`src/rtl/fpaddsub_align_shift2_if.sv`:
```
// ----------------------------------------------------------------------------
// fpaddsub_align_shift2_if
//   Handshake bundle for the FP add/sub fine-alignment stage.
//   Input side : in_valid / in_ready, Mmin_in, Shift_in, sticky_in, tag_in
//   Output side: out_valid / out_ready, Mmin, G, R, S, tag_out
//   slave  : view taken by the alignment stage itself
//   master : view taken by whatever drives and drains the stage
// ----------------------------------------------------------------------------
interface fpaddsub_align_shift2_if #(
  parameter int MANTISSA = 23,
  parameter int TAG_W    = 9
);
  logic                in_valid;
  logic                in_ready;
  logic [MANTISSA:0]   Mmin_in;
  logic [1:0]          Shift_in;
  logic                sticky_in;
  logic [TAG_W-1:0]    tag_in;

  logic                out_valid;
  logic                out_ready;
  logic [MANTISSA:0]   Mmin;
  logic                G;
  logic                R;
  logic                S;
  logic [TAG_W-1:0]    tag_out;

  modport slave (
    input  in_valid, Mmin_in, Shift_in, sticky_in, tag_in, out_ready,
    output in_ready, out_valid, Mmin, G, R, S, tag_out
  );

  modport master (
    output in_valid, Mmin_in, Shift_in, sticky_in, tag_in, out_ready,
    input  in_ready, out_valid, Mmin, G, R, S, tag_out
  );
endinterface

```
`src/rtl/fpaddsub_align_shift2.sv`:
```
// ----------------------------------------------------------------------------
// fpaddsub_align_shift2
//   Registered fine-alignment stage of the FP add/sub datapath. Applies the
//   remaining 0..3 bit right shift to the coarse-shifted smaller mantissa and
//   produces the aligned mantissa with guard, round and sticky bits. The
//   sideband tag travels with the mantissa as one beat.
//
//   Ports:
//     clk  : clock, rising edge
//     rst  : asynchronous, active-low reset
//     bus  : fpaddsub_align_shift2_if.slave (input and output handshakes)
//
//   Build option:
//     FPADDSUB_ALIGN_SKID_EN defined   -> two-entry skid buffer, registered
//                                          in_ready
//     FPADDSUB_ALIGN_SKID_EN undefined -> single output register,
//                                          combinational in_ready
// ----------------------------------------------------------------------------
module fpaddsub_align_shift2 #(
  parameter int MANTISSA = 23,
  parameter int TAG_W    = 9
) (
  input  logic                   clk,
  input  logic                   rst,
  fpaddsub_align_shift2_if.slave bus
);

  // Beat layout: {Mmin, G, R, S, tag}
  localparam int BEAT_W = MANTISSA + 1 + 3 + TAG_W;

  logic [MANTISSA+3:0] ext;
  logic [BEAT_W-1:0]   in_beat;
  logic [BEAT_W-1:0]   out_beat;
  logic                out_valid;
  logic                in_ready;
  logic                accept;
  logic                consume;

  // Three zero bits appended below the LSB catch what falls off the shift;
  // they become G, R and the local part of S.
  assign ext     = {bus.Mmin_in, 3'b000} >> bus.Shift_in;
  assign in_beat = {ext[MANTISSA+3:3], ext[2], ext[1], ext[0] | bus.sticky_in,
                    bus.tag_in};

  assign accept  = bus.in_valid && in_ready;
  assign consume = out_valid && bus.out_ready;

`ifdef FPADDSUB_ALIGN_SKID_EN
  logic              skid_valid;
  logic [BEAT_W-1:0] skid_beat;
  logic              in_ready_q;
  logic              out_valid_d;
  logic              skid_valid_d;
  logic [BEAT_W-1:0] out_beat_d;
  logic [BEAT_W-1:0] skid_beat_d;

  // The skid entry can only be occupied while the output is occupied, and
  // in_ready is low whenever it is, so accept never coincides with a
  // pending skid beat.
  always_comb begin
    // NOTE: every variable gets a default first so no path leaves it
    // unassigned, which would infer a latch.
    out_valid_d  = out_valid;
    out_beat_d   = out_beat;
    skid_valid_d = skid_valid;
    skid_beat_d  = skid_beat;
    if (!out_valid || consume) begin
      if (skid_valid) begin
        out_valid_d  = 1'b1;
        out_beat_d   = skid_beat;
        skid_valid_d = 1'b0;
      end else if (accept) begin
        out_valid_d = 1'b1;
        out_beat_d  = in_beat;
      end else begin
        out_valid_d = 1'b0;
      end
    end else if (accept) begin
      skid_valid_d = 1'b1;
      skid_beat_d  = in_beat;
    end
  end

  always_ff @(posedge clk or negedge rst) begin
    if (!rst) begin
      // NOTE: data registers are reset as well because the cleared output
      // values are observable, not just the valid flags.
      out_valid  <= 1'b0;
      out_beat   <= '0;
      skid_valid <= 1'b0;
      skid_beat  <= '0;
      in_ready_q <= 1'b1;
    end else begin
      // NOTE: non-blocking assignments so every register samples the
      // pre-edge values regardless of statement order.
      out_valid  <= out_valid_d;
      out_beat   <= out_beat_d;
      skid_valid <= skid_valid_d;
      skid_beat  <= skid_beat_d;
      in_ready_q <= !skid_valid_d;
    end
  end

  assign in_ready = in_ready_q;
`else
  // A consumed beat frees the register in the same edge, so a new beat can
  // replace it without a bubble.
  assign in_ready = !out_valid || bus.out_ready;

  always_ff @(posedge clk or negedge rst) begin
    if (!rst) begin
      out_valid <= 1'b0;
      out_beat  <= '0;
    end else if (accept) begin
      out_valid <= 1'b1;
      out_beat  <= in_beat;
    end else if (consume) begin
      out_valid <= 1'b0;
    end
  end
`endif

  assign bus.in_ready  = in_ready;
  assign bus.out_valid = out_valid;
  assign {bus.Mmin, bus.G, bus.R, bus.S, bus.tag_out} = out_beat;

endmodule

```
`src/flat_wrapper.sv`:
```
// flat-port wrapper written by rule: the top's interface ports become plain ports
module fpaddsub_align_shift2_flat 
#(
  parameter int MANTISSA = 23,
  parameter int TAG_W    = 9
)
  (clk, rst, bus_in_valid, bus_Mmin_in, bus_Shift_in, bus_sticky_in, bus_tag_in, bus_out_ready, bus_in_ready, bus_out_valid, bus_Mmin, bus_G, bus_R, bus_S, bus_tag_out);
  fpaddsub_align_shift2_if #(.MANTISSA(MANTISSA), .TAG_W(TAG_W)) bus_i ();
  input  logic clk;
  input  logic rst;
  input wire logic [$bits(bus_i.in_valid)-1:0] bus_in_valid;
  input wire logic [$bits(bus_i.Mmin_in)-1:0] bus_Mmin_in;
  input wire logic [$bits(bus_i.Shift_in)-1:0] bus_Shift_in;
  input wire logic [$bits(bus_i.sticky_in)-1:0] bus_sticky_in;
  input wire logic [$bits(bus_i.tag_in)-1:0] bus_tag_in;
  input wire logic [$bits(bus_i.out_ready)-1:0] bus_out_ready;
  output wire logic [$bits(bus_i.in_ready)-1:0] bus_in_ready;
  output wire logic [$bits(bus_i.out_valid)-1:0] bus_out_valid;
  output wire logic [$bits(bus_i.Mmin)-1:0] bus_Mmin;
  output wire logic [$bits(bus_i.G)-1:0] bus_G;
  output wire logic [$bits(bus_i.R)-1:0] bus_R;
  output wire logic [$bits(bus_i.S)-1:0] bus_S;
  output wire logic [$bits(bus_i.tag_out)-1:0] bus_tag_out;
  assign bus_i.in_valid = bus_in_valid;
  assign bus_i.Mmin_in = bus_Mmin_in;
  assign bus_i.Shift_in = bus_Shift_in;
  assign bus_i.sticky_in = bus_sticky_in;
  assign bus_i.tag_in = bus_tag_in;
  assign bus_i.out_ready = bus_out_ready;
  assign bus_in_ready = bus_i.in_ready;
  assign bus_out_valid = bus_i.out_valid;
  assign bus_Mmin = bus_i.Mmin;
  assign bus_G = bus_i.G;
  assign bus_R = bus_i.R;
  assign bus_S = bus_i.S;
  assign bus_tag_out = bus_i.tag_out;
  fpaddsub_align_shift2 #(.MANTISSA(MANTISSA), .TAG_W(TAG_W)) u_core (.clk(clk), .rst(rst), .bus(bus_i));
endmodule
```
`config.mk`:
```
export PLATFORM = sky130hd
export DESIGN_NAME = fpaddsub_align_shift2_flat
export DESIGN_NICKNAME = d
export VERILOG_FILES = /design/src/rtl/fpaddsub_align_shift2_if.sv /design/src/rtl/fpaddsub_align_shift2.sv /design/src/flat_wrapper.sv
export SDC_FILE = /design/constraint.sdc
export NUM_CORES = 1
export LEC_CHECK = 0
export ABC_AREA = 1
export BUFFER_PORTS_ARGS = -buffer_cell sky130_fd_sc_hd__buf_2
export CAP_MARGIN = 20
export CORE_ASPECT_RATIO = 0.7
export CORE_MARGIN = 3
export CORE_UTILIZATION = 40
export CTS_BUF_LIST = sky130_fd_sc_hd__clkbuf_8
export DETAILED_ROUTE_END_ITERATION = 6
export PLACE_DENSITY = 0.67
export SYNTH_ARGS = -nofsm -noshare
export SYNTH_HDL_FRONTEND = slang
export SYNTH_SLANG_ARGS = --single-unit
```
`constraint.sdc`:
```
create_clock -name clk -period 1.1 [get_ports clk]
set_input_delay 0.33 -clock clk [delete_from_list [all_inputs] [get_ports clk]]
set_output_delay 0.33 -clock clk [all_outputs]
set_load 0.05 [all_outputs]
```
== Word-level counts from Yosys, hierarchy flattened ==
Cells that the tools add are included.

* Flip-flop bits (word level): 37
* Input port bits: 40
* Output and inout port bits: 38
* Logic and storage cells: 11

* Shift operators: 1
* Multiplexer cells: 2
* Bitwise operators: 1
* Reductions and logical operators: 5

{| class="wikitable"
|+ Operators with widths
! cell !! count
|-
| $shr A27 B2 Y27 || 1
|-
| $logic_and A1 B1 Y1 || 2
|-
| $mux W1 || 2
|-
| $reduce_bool A2 Y1 || 1
|-
| $logic_not A1 Y1 || 1
|-
| $logic_or A1 B1 Y1 || 1
|-
| $or A1 B1 Y1 || 1
|}

== Logic depth before layout (Yosys ltp) ==
* Word-level depth: 4
* Gate-level depth with buffers: 8
* Gate-level depth less buffers: 7

== Worst setup path after synthesis ==
OpenSTA, ideal clock, no wires.

* Path type: register to register
* Start: reg u_core.out_valid (netlist: u_core.bus.out_valid)
* End: reg u_core.out_beat[19]
* Library setup time: 66 ps
* Data arrival time: 1,503 ps
* Data required time: 1,034 ps
* Setup slack: -469 ps
* Cell stages (with the launch flop): 7
* Buffers on the path: 2
* Clock period less this slack: 1,569 ps
* Cell sequence: dfrtp_1 nand2_2 nand2_2 buf_6 buf_6 nand2_1 nand2_1

* Longest elaborated chain between the ends: 3

{| class="wikitable"
|+ RTL lines
! element !! line !! RTL
|-
| start, declared || fpaddsub_align_shift2.sv:34 || <nowiki>logic out_valid;</nowiki>
|-
| start signal, assigned || fpaddsub_align_shift2.sv:112 || <nowiki>out_valid <= 1'b0;</nowiki>
|-
| start signal, assigned || fpaddsub_align_shift2.sv:115 || <nowiki>out_valid <= 1'b1;</nowiki>
|-
| start signal, assigned || fpaddsub_align_shift2.sv:118 || <nowiki>out_valid <= 1'b0;</nowiki>
|-
| $logic_not A1 Y1 || fpaddsub_align_shift2.sv:108 || <nowiki>assign in_ready = !out_valid || bus.out_ready;</nowiki>
|-
| $logic_or A1 B1 Y1 || fpaddsub_align_shift2.sv:108 ||
|-
| via bus_in_ready || flat_wrapper.sv:17 || <nowiki>output wire logic [$bits(bus_i.in_ready)-1:0] bus_in_ready;</nowiki>
|-
| $logic_and A1 B1 Y1 || fpaddsub_align_shift2.sv:45 || <nowiki>assign accept = bus.in_valid && in_ready;</nowiki>
|-
| end signal, assigned || fpaddsub_align_shift2.sv:116 || <nowiki>out_beat <= in_beat;</nowiki>
|-
| end, declared || fpaddsub_align_shift2.sv:33 || <nowiki>logic [BEAT_W-1:0] out_beat;</nowiki>
|}

The timed path passes the listed nets, and every way through them passes these cells.
A chain may end at the register's enable or synchronous reset.

== Worst setup path in the final report ==
* Start: reg u_core.out_valid (netlist: u_core.bus.out_valid)
* End: out bus_in_ready

* Longest elaborated chain between the ends: 2

{| class="wikitable"
|+ RTL lines
! element !! line
|-
| $logic_not A1 Y1 || fpaddsub_align_shift2.sv:108
|-
| $logic_or A1 B1 Y1 || fpaddsub_align_shift2.sv:108
|-
| end, declared || flat_wrapper.sv:17
|}

No other way between the ends.

==> impl_metrics.py <==
metrics = {
    "setup_path": {
        "required_ns": 0.77,
        "criticalPathCategory": "register to primary output",
        "cp_slowest_cell": "dfrtp_2",
        "worst_setup_path_end_kind": "primary output",
        "slowest_delay_ns": 0.45,
        "startpoint_type": "register",
        "crit_fanout": 2,
        "cp.arrival_ns": 0.94,
        "path_cells": "nand2_8 -> buf_8",
    },
    "cells_and_area": {
        "finalNonFillerCells": 489,
        "drive_gt1_frac": 0.388,
        "diodes": 0,
        "syn2layout_area_growth_pct": 57.7,
        "multi_input_area_sq_mm": 0.00106,
        "design_area_sq_mm": 0.00342,
        "fill_cells": 404,
        "final_util": 0.686,
        "layout.cells.most_common": "nand2_1",
        "final_cell_mix": "nand2_1 (144), nand3_1 (44), buf_2 (39), buf_6 (39), dfrtp_1 (36)",
        "num-nets-final": 459,
        "register_area_sq_um": 927,
    },
    "synth": {
        "yosys_warnings": 0,
        "avgSynthCellArea_sq_um": 6.98,
        "synth_cell_type_count": 17,
        "syn-num-nets": 351,
        "ys_seq_elements": 37,
        "seq_area_frac_synth": 0.426,
        "synth_area_sq_mm": 0.00217,
        "syn-instance-count": 311,
    },
    "placement": {
        "gp_congestion": 0.801,
        "placed_area_sq_mm": 0.00276,
        "placed_cells": 458,
        "dp_hpwl_um": 4230,
        "io_buffers": 77,
    },
    "cts": {
        "cts_tree": "built",
        "cts_root_buffer": "clkbuf_8",
        "insertion_delay_ns": 0.29,
        "clk_transition_reported_paths_ns": 0.08,
        "cts_buffer_depth": 2,
        "cts.sinks": 37,
        "htree_levels": 2,
        "numCtsBuffers": 5,
    },
    "floorplanning": {
        "io-pin-count": 78,
        "fp-row-count": 21,
        "core-area_sq_mm": 0.00499,
        "die_h_um": 67.7,
        "start_util": 0.435,
        "die_w_um": 94.1,
        "dieArea_sq_mm": 0.00636,
    },
    "grt": {
        "grt_max_degree": 28,
        "overflow": 0,
        "antenna_found_initial": 0,
        "first_global_vias": 2051,
        "grt.total_usage": 0.189,
        "grt_pass1_wl_um": 9400,
    },
    "drt": {
        "drt_iter0_markers": 117,
        "via_per_inst": 4.71,
        "vias": 2303,
        "ant_nets": 0,
        "first_pass_iters": 4,
        "route.detailed.drc": 0,
        "totalWireLength_um": 5990,
        "wl_per_cell_um": 12.3,
    },
    "sta": {
        "hold_slack_ns": 0.226,
        "worst_slew_pin_slew_ns": 0.271,
        "fin_crit_ns": 1.27,
        "finalHoldViolations": 0,
        "maxSlewViolCount": 0,
        "relSlewSlack": 0.820,
        "finalSetupViolCount": 75,
        "finalCritPeriodShare": 1.16,
        "max_freq_mhz": 786,
        "rsz0062_at_grt": "true",
        "fin_tns_setup_ns": -7.60,
        "fin_ws_ns": -0.173,
        "clock_skew_ns": 0.00817,
    },
    "worst_hold_path": {
        "worstHoldPathType": "input port to register",
    },
    "power": {
        "ir_drop_v": 0.000965,
        "power.density_mw_per_mm2": 1510,
        "p_leak_nw": 1.96,
    },
    "flow_run": {
        "drv_cap": 0,
    },
    "run_status": {
        "violations": "negative setup slack",
        "outcome": "finished, violations left",
    },
}
[final timing paths]
check | start | end | slack, ns | cells past startpoint
setup / recovery | u_core.bus.out_valid$_DFFE_PN0P_ | bus_in_ready | -0.17 | 2
hold / removal | bus_tag_in[0] | u_core.out_beat[0]$_DFFE_PN0P_ | 0.23 | 3
setup reg to reg | u_core.bus.out_valid$_DFFE_PN0P_ | u_core.out_beat[30]$_DFFE_PN0P_ | -0.15 | 8
hold reg to reg | u_core.out_beat[18]$_DFFE_PN0P_ | u_core.out_beat[18]$_DFFE_PN0P_ | 0.51 | 2
max in group asynchronous | rst | u_core.out_beat[14]$_DFFE_PN0P_ | 0.23 | 3
min in group asynchronous | rst | u_core.out_beat[26]$_DFFE_PN0P_ | 0.44 | 2
[worst max-delay path: cells and delay by family, from the launching register on]
family                 cells  cell delay, ns
and+or+nand+nor            1            0.07
DFF                        1            0.45
buffers and inverters      1            0.14
[routing by layer]
layer,GRT usage,vias to the layer above,routed length [um]
met5,0,-,0
met2,0.269,88,2700
met4,0.0541,0,63
met1,0.280,1038,2860
li1,-,1166,-
met3,0.0512,11,367
[flip-flops by register name (all words and copies together), names as in the netlist]
name,cells
u_core.out_beat,36
u_core.bus.out_valid,1
[timing repair]
action,in CTS,in global routing
gates cloned,0,3
endpoints found under the setup margin,38,75
buffers inserted,11,8
hold endpoints to repair,10,0
pin swaps,1,5
hold buffers,1,0
resized for setup,79,20
[cells by family after synthesis]
family / Yosys count / synth area share
AND/OR/NAND/NOR: 226 / 0.452
buffers and inverters: 46 / 0.118
flip-flops: 37 / 0.426
AO/OA/AOI/OAI: 2 / 0.00461
[cell type report]
cell class | instances | area share
Clock inverter | 2 | 0.0110
Timing Repair Buffer | 118 | 0.325
Inverter | 29 | 0.0354
Clock buffer | 6 | 0.0241
Tap cell | 69 | 0.0252
Sequential cell | 37 | 0.271
Multi-Input combinational cell | 228 | 0.309
[report_power, final]
| part | switching, mW | leakage [nW] | internal (mW) | total (mW) |
|---|---|---|---|---|
| Sequential | 0.160 | 0.457 | 1.56 | 1.73 |
| Clock | 0.490 | 0.0574 | 0.737 | 1.23 |
| Combinational | 1.34 | 1.45 | 0.898 | 2.23 |
| Total | 1.99 | 1.96 | 3.20 | 5.19 |
[synth_stat cells]
cell	instances	area share
inv_6	1	0.0040
inv_2	2	0.0035
nand2_1	152	0.26
nand2_2	21	0.060
nand2_4	1	0.0052
inv_1	26	0.045
buf_2	5	0.012
o21ai_1	2	0.0046
buf_6	5	0.026
and2_1	1	0.0029
dfrtp_1	37	0.43
nand4_1	2	0.0058
nand3_1	46	0.11
nor2_4	1	0.0052
buf_4	6	0.021
buf_8	1	0.0069
nor2_1	2	0.0035
[stage by stage]
step	worst slack, ns	power, mW
final	-0.173	5.19
after global routing	-0.204	5.47
after CTS	-0.195	5.06
after detailed placement	-0.101	3.43
after global placement	-0.0776	3.42
after floorplan	-0.144	2.95
Power figures use the tool's default switching activity.
